`src/rtl/keypad_pkg.sv`:
```
// Shared definitions for the hex keypad entry block: FSM states, row-drive
// table, idle column pattern and column-decode helpers.
package keypad_pkg;

    typedef enum logic [1:0] {
        SCAN,
        DEBOUNCE,
        HELD
    } state_t;

    localparam logic [3:0] COL_IDLE = 4'b1111;

    // Active-low row drive indexed by scan row r.
    localparam logic [3:0] ROW_DRIVE [4] = '{4'b1110, 4'b1101, 4'b1011, 4'b0111};

    function automatic logic single_low(input logic [3:0] c);
        return (c == 4'b1110) || (c == 4'b1101) || (c == 4'b1011) || (c == 4'b0111);
    endfunction

    function automatic logic [1:0] low_index(input logic [3:0] c);
        case (c)
            4'b1101: return 2'd1;
            4'b1011: return 2'd2;
            4'b0111: return 2'd3;
            default: return 2'd0;
        endcase
    endfunction

endpackage

```
`src/rtl/keypad_scan_timer.sv`:
```
// Free-running scan prescaler; tick is high for the one cycle in which the
// prescaler holds all-ones, i.e. once every 2^SCAN_DIV_BITS clocks.
module keypad_scan_timer #(
    parameter int SCAN_DIV_BITS = 16
) (
    input  logic clock,
    input  logic reset,
    output logic tick
);

    logic [SCAN_DIV_BITS-1:0] prescaler;

    always_ff @(posedge clock or posedge reset) begin
        if (reset) begin
            prescaler <= '0;
        end else begin
            prescaler <= prescaler + SCAN_DIV_BITS'(1);
        end
    end

    assign tick = &prescaler;

endmodule

```
`src/rtl/hex_keypad_entry.sv`:
```
// 4x4 hex keypad scanner with press/release debounce; accepted keys are
// shifted into a four-digit entry register, newest digit in num[3:0].
module hex_keypad_entry
    import keypad_pkg::*;
#(
    parameter int SCAN_DIV_BITS  = 16,
    parameter int DEBOUNCE_TICKS = 4
) (
    input  logic        clock,
    input  logic        reset,
    input  logic [3:0]  col,
    input  logic        clear,
    output logic [3:0]  row,
    output logic [15:0] num,
    output logic [3:0]  key_code,
    output logic        key_valid
);

    localparam int CW = $clog2(DEBOUNCE_TICKS + 1);
    localparam logic [CW-1:0] CNT_ONE  = CW'(1);
    localparam logic [CW-1:0] CNT_DONE = CW'(DEBOUNCE_TICKS);

    logic          tick;
    logic [3:0]    col_meta;
    logic [3:0]    col_sync;
    state_t        state, state_next;
    logic [1:0]    r, r_next;
    logic [CW-1:0] cnt, cnt_next, cnt_inc;
    logic [3:0]    cap_col, cap_col_next;
    logic          accept;
    logic [3:0]    accept_code;
    logic [3:0]    row_next;
    logic [15:0]   num_next;
    logic [3:0]    key_code_next;

    keypad_scan_timer #(
        .SCAN_DIV_BITS(SCAN_DIV_BITS)
    ) u_scan_timer (
        .clock(clock),
        .reset(reset),
        .tick (tick)
    );

    // NOTE: sync flops reset to the idle pattern so no phantom key is seen after reset.
    always_ff @(posedge clock or posedge reset) begin
        if (reset) begin
            col_meta <= COL_IDLE;
            col_sync <= COL_IDLE;
        end else begin
            col_meta <= col;
            col_sync <= col_meta;
        end
    end

    always_ff @(posedge clock or posedge reset) begin
        if (reset) begin
            state     <= SCAN;
            r         <= 2'd0;
            cnt       <= '0;
            cap_col   <= COL_IDLE;
            row       <= ROW_DRIVE[0];
            num       <= 16'h0000;
            key_code  <= 4'h0;
            key_valid <= 1'b0;
        end else begin
            state     <= state_next;
            r         <= r_next;
            cnt       <= cnt_next;
            cap_col   <= cap_col_next;
            row       <= row_next;
            num       <= num_next;
            key_code  <= key_code_next;
            key_valid <= accept;
        end
    end

    assign cnt_inc = cnt + CNT_ONE;

    always_comb begin
        state_next   = state;
        r_next       = r;
        cnt_next     = cnt;
        cap_col_next = cap_col;
        accept       = 1'b0;
        if (tick) begin
            case (state)
                SCAN: begin
                    if (single_low(col_sync)) begin
                        cap_col_next = col_sync;
                        if (CNT_ONE == CNT_DONE) begin
                            accept     = 1'b1;
                            state_next = HELD;
                            cnt_next   = '0;
                        end else begin
                            state_next = DEBOUNCE;
                            cnt_next   = CNT_ONE;
                        end
                    end else begin
                        r_next = r + 2'd1;
                    end
                end
                DEBOUNCE: begin
                    if (col_sync == cap_col) begin
                        if (cnt_inc == CNT_DONE) begin
                            accept     = 1'b1;
                            state_next = HELD;
                            cnt_next   = '0;
                        end else begin
                            cnt_next = cnt_inc;
                        end
                    end else begin
                        state_next = SCAN;
                        r_next     = r + 2'd1;
                        cnt_next   = '0;
                    end
                end
                HELD: begin
                    // Release needs DEBOUNCE_TICKS consecutive idle ticks.
                    if (col_sync == COL_IDLE) begin
                        if (cnt_inc == CNT_DONE) begin
                            state_next = SCAN;
                            r_next     = r + 2'd1;
                            cnt_next   = '0;
                        end else begin
                            cnt_next = cnt_inc;
                        end
                    end else begin
                        cnt_next = '0;
                    end
                end
                default: begin
                    state_next = SCAN;
                    cnt_next   = '0;
                end
            endcase
        end
    end

    assign accept_code = {r, low_index(cap_col_next)};

    always_comb begin
        row_next      = ROW_DRIVE[r_next];
        key_code_next = key_code;
        num_next      = num;
        if (accept) begin
            key_code_next = accept_code;
            num_next      = {num[11:0], accept_code};
        end
        if (clear) begin
            num_next = 16'h0000;
        end
    end

endmodule

```
`config.mk`:
```
export PLATFORM = sky130hd
export DESIGN_NAME = hex_keypad_entry
export DESIGN_NICKNAME = d
export VERILOG_FILES = /design/src/rtl/keypad_pkg.sv /design/src/rtl/keypad_scan_timer.sv /design/src/rtl/hex_keypad_entry.sv
export SDC_FILE = /design/constraint.sdc
export NUM_CORES = 1
export LEC_CHECK = 0
export ABC_AREA = 1
export BUFFER_PORTS_ARGS = -buffer_cell sky130_fd_sc_hd__buf_4
export CAP_MARGIN = 20
export CORE_MARGIN = 3
export CORE_UTILIZATION = 60
export DETAILED_ROUTE_END_ITERATION = 7
export PLACE_DENSITY = 0.88
export SLEW_MARGIN = 40
export SYNTH_ARGS = -nofsm -noshare
export SYNTH_HDL_FRONTEND = slang
export SYNTH_SLANG_ARGS = --single-unit
```
`constraint.sdc`:
```
create_clock -name clock -period 3.9 [get_ports clock]
set_input_delay 0.975 -clock clock [delete_from_list [all_inputs] [get_ports clock]]
set_output_delay 0.975 -clock clock [all_outputs]
set_load 0.05 [all_outputs]
```
; ---- Word level (Yosys, flattened, before mapping)
; Index checks and enable logic that the tools add are counted.
[op_classes]
eq_ne = 16
reduce_logical = 8
add_sub_neg = 3
muxes = 30
magnitude_cmp = 1
bitwise = 1
[op_table]
columns = operator, n
row1 = 16-bit 2-to-1 mux, 2
row2 = "4-bit equality test, second input constant", 6
row3 = 2-bit 2-to-1 mux, 10
row4 = 4-bit 2-to-1 mux, 5
row5 = 20-bit AND reduction, 1
row6 = 2-bit one-hot mux with 3 select lines, 3
row7 = 17-bit AND reduction, 1
row8 = "16-bit by 1-bit adder with 16-bit output, second input constant", 1
row9 = 16-bit AND reduction, 1
row10 = 3-bit 2-to-1 mux, 4
row11 = 3-bit one-hot mux with 3 select lines, 1
row12 = 4-bit binary-select mux with 2-bit select, 1
row13 = "4-bit by 3-bit equality test with 1-bit output, second input constant", 2
row14 = "2-bit != test, second input constant", 3
row15 = 4-bit equality test, 1
row16 = 1-bit 2-to-1 mux, 4
row17 = "3-bit by 1-bit adder with 3-bit output, second input constant", 1
row18 = "3-bit equality test, second input constant", 1
row19 = "3-bit greater-or-equal comparator, second input constant", 1
row20 = 1-bit logical OR, 3
row21 = "3-bit != test, second input constant", 1
row22 = 2-bit inverter with 3-bit output, 1
row23 = "2-bit by 1-bit adder with 2-bit output, second input constant", 1
row24 = "2-bit by 1-bit equality test with 1-bit output, second input constant", 1
row25 = other kinds (3), 3
[word_totals]
output_inout_bits = 25
register_bits = 60
word_cells = 70

; ---- Depth between registers and ports, before layout
; Gate-level depths: netlist of run 1.
[depth]
ltp_word = 11
mapped_depth = 13
mapped_depth_nobuf = 13

; ---- Cells and area by module
; A second synthesis of run 1 with hierarchy kept.
[unflattened]
cells_unflattened = 321
hier_area_um2 = 2890.3
[modules_own_cells]
columns = module, cells_each, instances, area_each_um2
row1 = hex_keypad_entry, 228, 1, 2079.5
row2 = keypad_scan_timer, 93, 1, 810.8

; ---- Worst setup path before layout of run 1
; No wires, ideal clock.
[synth_timing]
kind = flip-flop to flip-flop
start = register cnt[0]
end = register num[2]
setup_slack_ps = 2252
stages_incl_launch_ff = 10
t_arrival_ps = 1523
synth_period_minus_slack_ps = 1648
path_buffers = 1
setup_ps = 125
t_required_ps = 3775
cell_sequence = dfrtp_1 ha_1 xnor2_1 nor2_1 nand3_2 nor2_8 nor2_1 buf_6 nand2_1 o31ai_1
[synth_between]
elab_chain_cells = 7
[synth_rtl]
columns = item, line
row1 = from (decl), hex_keypad_entry.sv:28  ; logic [CW-1:0] cnt, cnt_next, cnt_inc;
row2 = from (signal assigned), hex_keypad_entry.sv:68  ; cnt <= cnt_next;
row3 = 3-bit by 1-bit adder with 3-bit output, hex_keypad_entry.sv:77  ; assign cnt_inc = cnt + CNT_ONE;
row4 = 3-bit equality test, hex_keypad_entry.sv:104  ; if (cnt_inc == CNT_DONE) begin
row5 = 1-bit 2-to-1 mux, hex_keypad_entry.sv:104
row6 = 1-bit 2-to-1 mux, hex_keypad_entry.sv:103  ; if (col_sync == cap_col) begin
row7 = 1-bit 2-to-1 mux, hex_keypad_entry.sv:86  ; case (state)
row8 = 1-bit 2-to-1 mux, hex_keypad_entry.sv:85  ; if (tick) begin
row9 = 2-bit nonzero test (no source line), n/a
row10 = to (signal assigned), hex_keypad_entry.sv:71  ; num <= num_next;
row11 = to (decl), hex_keypad_entry.sv:14  ; output logic [15:0] num,
; No other way between the ends.
; A chain may end at the register's enable or synchronous reset.

; ---- Worst setup path after layout of run 1
[layout_timing]
start = register cnt[0]
end = register num[14]
; Same word-level chain as after synthesis.

==> flow_metrics.py, run 1 <==
metrics = {
    "clock_network": {
        "cts_hold_buf": 0,
        "numCtsBuffers": 9,
        "cts-root-buf": "clkbuf_8",
        "htree_levels": 3,
        "clk_latency_ns": 0.34,
        "clock-sinks": 60,
        "cts_tree": "done",
        "cts_buffer_depth": 2,
        "path_clk_slew_ns": 0.07,
        "post_cts_resized": 0,
        "post_cts_buffers": 0,
    },
    "pwr": {
        "p_clk_share_pct": 47.6,
        "p_leak_uw": 0.00173,
        "p_switching_uw": 268,
        "cellPowerDensity_nw_per_um2": 390,
        "internal_power_uw": 1010,
        "sw_frac_of_total_pct": 20.9,
        "seq_power_share_pct": 49.4,
        "p_comb_share_pct": 3.0,
        "max-vdd-ir-drop_mv": 0.321,
        "power_uw": 1280,
    },
    "place": {
        "portBuffers": 31,
        "place.gp.congestion": 0.806,
        "dp_hpwl_mm": 3.74,
    },
    "floorplanning": {
        "die_w_um": 74.3,
        "fp-row-count": 24,
        "start_util_pct": 63.4,
        "ios": 32,
        "die_h_um": 74.3,
        "core_um2": 4410,
        "die_area_um2": 5520,
    },
    "worst_setup_path": {
        "rrSetupSlack_ns": 1.74,
        "cpMostUsedCell": "nor2_1",
        "path_cells": "ha_1 -> xnor2_1 -> nor2_1 -> nand3_2 -> nor2_8 -> nor2_1 -> nand2_1 -> o21ai_1",
        "crit_buf_inv": 0,
        "path_max_fanout": 16,
        "crit_slowest_cell": "nor2_1",
        "cp-end-kind": "register",
        "path_delay_family": "simple AND/OR/NAND/NOR gates",
        "crit_required_ns": 4.16,
        "slowest_delay_ns": 0.63,
        "critical_path_arrival_ns": 2.42,
        "worst-setup-path-type": "reg2reg",
        "startpoint_type": "register",
    },
    "finish": {
        "n_antenna_cell": 0,
        "drive_above_1_share_pct": 24.1,
        "nFillCells": 292,
        "fin_nets": 362,
        "final_core_util_pct": 74.5,
        "area.growth.synth_to_final_pct": 17.5,
        "layout_commonest_cell": "nand2_1",
        "final_cell_mix": "nand2_1 (106), dfrtp_1 (45), buf_4 (32)",
    },
    "run_status": {
        "outcome": "finished, final reports clean",
    },
    "synth": {
        "synth_top_cell_area_share_pct": 40.3,
        "yosys-mux-area-fraction_pct": 0,
        "yosysWarnings": 0,
        "synth_top_family_by_area": "simple AND/OR/NAND/NOR gates",
        "syn_inst": 313,
        "synth_compound_area_share_pct": 3.98,
        "synth_fa_ha_area_share_pct": 1.34,
        "ys_seq_area_share_pct": 54.3,
        "synth_xor_xnor_area_share_pct": 5.32,
        "synth_top_cell_by_area": "dfrtp_1",
        "synthTopCellsByArea": "dfrtp_1 (40%), nand2_1 (14%), dfstp_2 (14%)",
        "syn_nets": 323,
        "synth-simple-area-share_pct": 29.2,
        "synth-seq-cells": 60,
        "syn_area_per_cell_um2": 8.94,
        "synth.distinct_cells": 26,
        "synth_area_um2": 2800,
    },
    "timing": {
        "setup_viol": 0,
        "tightest_slew_ns": 0.809,
        "tns_ns": 0,
        "fmax_mhz": 464,
        "finalHoldViolCount": 0,
        "rsz0062_at_grt": "no",
        "drv_slew": 0,
        "layout_min_cycle_time_ns": 2.16,
        "relSlewSlack_pct": 45.9,
        "skew_ns": 0.00686,
        "finalCritPeriodShare_pct": 55.3,
    },
    "routing": {
        "via_per_inst": 5.27,
        "wl_mm": 5.29,
        "maxUsedRoutingLayer": "met4",
        "drc_errors": 0,
        "first_pass_iters": 4,
        "antenna_left": 0,
        "wl_met2_mm": 2.60,
        "vias": 2157,
        "dr_wl_met3_um": 226,
        "wl_per_cell_um": 12.9,
        "wl_met1_mm": 2.32,
        "drt-initial-drc-count": 150,
    },
    "hold_path": {
        "hold_class": "reg2reg",
    },
    "global_route": {
        "grt_usage_pct": 21.8,
        "grt_max_degree": 55,
        "antenna_found_initial": 0,
        "grt_pass1_wl_mm": 8.97,
        "grt-ovfl-total": 0,
        "grt_pass1_vias": 2106,
    },
    "job": {
        "maxCapViolations": 0,
    },
}
==> per-stage QoR <==
stage                     hold slack, ns  area (µm²)  setup WS [ns]  instances
after floorplan                    0.345        2800           1.47        313
after global placement             0.346        3070           1.82        393
after detailed placement           0.349        3070           1.87        393
after CTS                          0.358        3290           1.77        409
after global routing               0.363        3290           1.58        409
final                              0.355        3290           1.74        409
==> registers in the layout, indices dropped and copies added, names as in the netlist <==
| register | flops |
|---|---|
| cap_col | 4 |
| cnt | 3 |
| col_meta | 4 |
| col_sync | 4 |
| key_code | 4 |
| key_valid | 1 |
| num | 16 |
| r | 2 |
| row | 4 |
| state | 2 |
| u_scan_timer.prescaler | 16 |
==> cell type report <==
type | count | area [µm²] | area share (%)
repair buffers | 32 | 240 | 7.31
clock inverters | 5 | 75.1 | 2.28
flip-flops and latches | 60 | 1520 | 46.3
well taps | 52 | 65.1 | 1.98
inverters | 34 | 130 | 3.96
multi-input cells | 215 | 1110 | 33.9
clock buffers | 11 | 141 | 4.30
==> synth_stat cells <==
| cell type | n |
|---|---|
| nand2_1 | 106 |
| dfrtp_1 | 45 |
| inv_1 | 30 |
| nand3_1 | 24 |
| nor2_1 | 18 |
| dfstp_2 | 15 |
| xor2_1 | 12 |
| o21ai_0 | 11 |
| o21ai_1 | 7 |
| nand2_2 | 5 |
| xnor2_1 | 5 |
| inv_2 | 4 |
| nand3_2 | 4 |
| nor2_4 | 4 |
| nor3_1 | 4 |
| ha_1 | 3 |
| nand4_1 | 3 |
| buf_6 | 2 |
| nor2_2 | 2 |
| nor2_8 | 2 |
| o31ai_1 | 2 |
| buf_2 | 1 |
| buf_4 | 1 |
| nand2_4 | 1 |
| nand4_2 | 1 |
| o22ai_1 | 1 |
==> logic make-up after synthesis <==
| logic type | after synthesis |
|---|---|
| AND/OR/NAND/NOR | 174 |
| flip-flops | 60 |
| buffers and inverters | 38 |
| adder cells (fa/ha/maj) | 3 |
| AO/OA/AOI/OAI | 21 |
| XOR/XNOR | 17 |
==> worst register-to-register path: stages (launching register included) <==
cell and delay (ns):
dfrtp_1 0.41, ha_1 0.27, xnor2_1 0.19, nor2_1 0.10, nand3_2 0.14, nor2_8 0.08
nor2_1 0.63, nand2_1 0.13, o21ai_1 0.13
==> routing by layer <==
| layer | up-vias | global-route usage, % |
|---|---|---|
| met5 | - | 0 |
| met4 | 0 | 13.2 |
| met3 | 13 | 5.14 |
| met2 | 54 | 35.5 |
| met1 | 1028 | 26.3 |
| li1 | 1062 | - |
==> path summary, 6_finish.rpt <==
kind                                       start                       to  cells after the start
max                           cnt[0]$_DFFE_PP0P_      num[14]$_DFFE_PP0P_                      8
min                        col_meta[1]$_DFF_PP1_    col_sync[1]$_DFF_PP1_                      0
max reg2reg                   cnt[0]$_DFFE_PP0P_      num[14]$_DFFE_PP0P_                      8
min reg2reg                col_meta[1]$_DFF_PP1_    col_sync[1]$_DFF_PP1_                      0
max in group asynchronous                  reset     cap_col[2]$_DFF_PP1_                      3
min in group asynchronous                  reset  key_code[0]$_DFFE_PP0P_                      2
==> power groups by stage <==
| stage | sequential (µW) | combinational [µW] | clock, µW |
|---|---|---|---|
| 5_1_grt | 634 | 44.2 | 646 |
| 4_1_cts | 634 | 39.3 | 618 |
| 3_3_place_gp | 644 | 37.2 | 0 |
| 6_report | 634 | 38.8 | 610 |
| 3_5_place_dp | 644 | 39.3 | 0 |
| 2_1_floorplan | 644 | 26.4 | 0 |
No activity file was read; power rests on OpenSTA's default activity.
==> inputs of run 2 (changes only) <==
--- a/config.mk
+++ b/config.mk
@@ -5,13 +5,13 @@
 export SDC_FILE = /design/constraint.sdc
 export NUM_CORES = 1
 export LEC_CHECK = 0
-export ABC_AREA = 1
+export ABC_AREA = 0
 export BUFFER_PORTS_ARGS = -buffer_cell sky130_fd_sc_hd__buf_4
 export CAP_MARGIN = 20
 export CORE_MARGIN = 3
-export CORE_UTILIZATION = 60
+export CORE_UTILIZATION = 57
 export DETAILED_ROUTE_END_ITERATION = 7
-export PLACE_DENSITY = 0.88
+export PLACE_DENSITY = 0.84
 export SLEW_MARGIN = 40
 export SYNTH_ARGS = -nofsm -noshare
 export SYNTH_HDL_FRONTEND = slang
==> constraint.sdc (replaced) <==
create_clock -name clock -period 2.1 [get_ports clock]
set_input_delay 0.525 -clock clock [delete_from_list [all_inputs] [get_ports clock]]
set_output_delay 0.525 -clock clock [all_outputs]
set_load 0.05 [all_outputs]
==> run 2 against run 1 <==
Global-route usage decreased by 2.3 points. Core utilization fell by 1.3 points. Critical endpoint is now num[7]$_DFFE_PP0P_. First-iteration DRC count decreased by 29%. Clock-buffer cell count up 1. Routed wire length is 4.6% lower. Clock power up 54%. Worst setup slack got worse by 1.6 ns. Final area is 0.91% higher. Largest cell class unchanged. Clock skew grew 0.0046 ns.
==> flow_metrics.py, run 2 <==
metrics = {
    "synth": {
        "yosysWarnings": 0,
        "synth_edf_count": 0,
        "synth-seq-cells": 60,
        "async_reset_ff_share_pct": 100,
        "synth.distinct_cells": 51,
        "synth_top_cell_area_share_pct": 40.5,
        "synth_top_cell_by_area": "dfrtp_1",
        "syn_inst": 262,
        "synthTopCellsByArea": "dfrtp_1 (41%), dfstp_2 (14%), nand2_1 (6.2%)",
        "syn_area_per_cell_um2": 10.6,
        "synthTopCellsByCount": "nand2_1 (46), dfrtp_1 (45), a21oi_1 (20)",
        "synth_area_um2": 2780,
        "ys_seq_area_share_pct": 54.7,
        "yosysMostFrequentCell": "nand2_1",
        "synth_flop_cell": "dfrtp_1",
        "syn_nets": 272,
    },
    "worst_setup_path": {
        "path_cells": "ha_1 -> nand3_4 -> nor4_4 -> buf_4 -> and4_1 -> buf_12 -> nand2_1 -> a21oi_1",
        "crit_buf_inv": 2,
        "critical_path_arrival_ns": 2.21,
        "worst-setup-path-type": "reg2reg",
        "path_max_fanout": 14,
        "startpoint_type": "register",
        "slowest_delay_ns": 0.40,
        "cp-end-kind": "register",
        "crit_required_ns": 2.35,
        "path_delay_family": "simple AND/OR/NAND/NOR gates",
        "crit_slowest_cell": "dfrtp_1",
    },
    "global_route": {
        "grt_pass1_wl_mm": 8.31,
        "grt_pass1_vias": 1890,
        "grt_max_degree": 61,
        "antenna_found_initial": 0,
        "grt_usage_pct": 19.5,
        "grt-ovfl-total": 0,
    },
    "place": {
        "place.gp.congestion": 0.861,
        "place_ws_ns": 0.102,
        "dp_hpwl_mm": 3.55,
        "portBuffers": 31,
        "dp.cells": 352,
    },
    "clock_network": {
        "cts-root-buf": "clkbuf_8",
        "htree_levels": 3,
        "cts_buffer_depth": 2,
        "clock-sinks": 60,
        "path_clk_slew_ns": 0.06,
        "post_cts_buffers": 0,
        "post_cts_resized": 0,
        "numCtsBuffers": 9,
        "cts_hold_buf": 0,
        "cts_tree": "done",
        "clk_latency_ns": 0.34,
    },
    "finish": {
        "fin_cells": 368,
        "nFillCells": 343,
        "reg.largest.list": "num (16), u_scan_timer.prescaler (16)",
        "regArea_um2": 1520,
        "final_cell_mix": "nand2_1 (46), dfrtp_1 (45), buf_4 (36)",
        "layout_commonest_cell": "nand2_1",
        "area.growth.synth_to_final_pct": 19.3,
        "final_core_util_pct": 73.2,
        "drive_above_1_share_pct": 28.4,
        "multi_input_area_um2": 1180,
        "n_antenna_cell": 0,
        "fin_nets": 308,
    },
    "timing": {
        "relSlewSlack_pct": 68.6,
        "fmax_mhz": 510,
        "finalCritPeriodShare_pct": 93.4,
        "tightest_slew_ns": 0.469,
        "setup_viol": 0,
        "rsz0062_at_grt": "no",
        "setup_ws_ns": 0.138,
        "layout_min_cycle_time_ns": 1.96,
        "finalHoldViolCount": 0,
        "skew_ns": 0.0114,
        "drv_slew": 0,
        "tns_ns": 0,
    },
    "pwr": {
        "p_leak_uw": 0.00155,
        "max-vdd-ir-drop_mv": 0.522,
        "cellPowerDensity_nw_per_um2": 658,
    },
    "floorplanning": {
        "die_w_um": 75.8,
        "fp-row-count": 24,
        "die_area_um2": 5750,
        "die_h_um": 75.8,
        "start_util_pct": 61.3,
        "ios": 32,
        "core_um2": 4530,
    },
    "routing": {
        "wl_per_cell_um": 13.7,
        "drc_errors": 0,
        "drt-initial-drc-count": 106,
        "vias": 2001,
        "antenna_left": 0,
        "via_per_inst": 5.44,
        "wl_mm": 5.04,
        "first_pass_iters": 4,
    },
    "run_status": {
        "outcome": "finished, final reports clean",
    },
    "job": {
        "maxCapViolations": 0,
    },
    "hold_path": {
        "hold_class": "in2async",
    },
}
-- run 2: changes by cell type after synthesis, sizes merged, moves of 6 or more --
cell / previous run / this run
inv: 34 / 10
a21oi: 0 / 20
clkbuf: 0 / 8
nand3: 28 / 7
nor2: 26 / 13
nand4: 4 / 10
and4: 0 / 6
xnor2: 5 / 12
nand2: 112 / 46
o21ai: 18 / 3
-- run 2: where the power goes --
part | switching (µW) | internal [µW]
registers | 11.4 | 1170
clock network | 420 | 518
logic | 41.4 | 22.0
total | 473 | 1710
-- run 2: cells by family after synthesis --
kind of cell	Yosys count	share of synthesized area [%]
AOI/OAI and AO/OA	47	11.2
DFF	60	54.7
xor gates and xnor gates	23	7.25
adders and majority gates	3	1.35
buffers and inverters	23	3.51
muxes	7	2.88
and+or+nand+nor	99	19.1
-- run 2: final cells by class --
class                      instances  share of cell area, %
tap                               65                   2.45
inverter                          10                   1.13
clock buffer                      12                   4.98
timing repair buffer              38                   9.35
sequential                        60                   45.8
clock inverter                     4                  0.679
multi-input combinational        179                   35.6
-- run 2: final timing paths --
path                                                      from                     to  slack (ns)  depth (start not counted)
min                                                      reset     num[3]$_DFFE_PP0P_        0.23                          3
max in group asynchronous                                reset   cap_col[0]$_DFF_PP1_        1.54                          3
min in group clock                                      col[2]  col_meta[2]$_DFF_PP1_        0.30                          1
max reg2reg                u_scan_timer.prescaler[0]$_DFF_PP0_     num[7]$_DFFE_PP0P_        0.14                          8
max                        u_scan_timer.prescaler[0]$_DFF_PP0_     num[7]$_DFFE_PP0P_        0.14                          8
min reg2reg                              col_meta[2]$_DFF_PP1_  col_sync[2]$_DFF_PP1_        0.36                          0
-- run 2: metal layers --
layer	share of wire, %	wire length [µm]	vias to the layer above	track usage (%)
met5	0	0	-	0
met4	2.4	121	0	13.0
met3	4.8	243	11	4.75
met2	48	2410	40	29.7
met1	45	2260	954	24.7
li1	-	-	996	-
-- run 2: worst min-delay path: stages --
cell and delay, ns:
buf_4 0.11, inv_2 0.06, buf_12 0.26
-- run 2: per-stage QoR --
step / area (µm²) / hold WS (ns) / total power, µW
global placement: 3110 / 0.346 / 1270
global route: 3320 / 0.267 / 2270
floorplan: 2780 / 0.345 / 1240
CTS: 3300 / 0.244 / 2210
detailed placement: 3110 / 0.347 / 1270
finish: 3320 / 0.230 / 2180
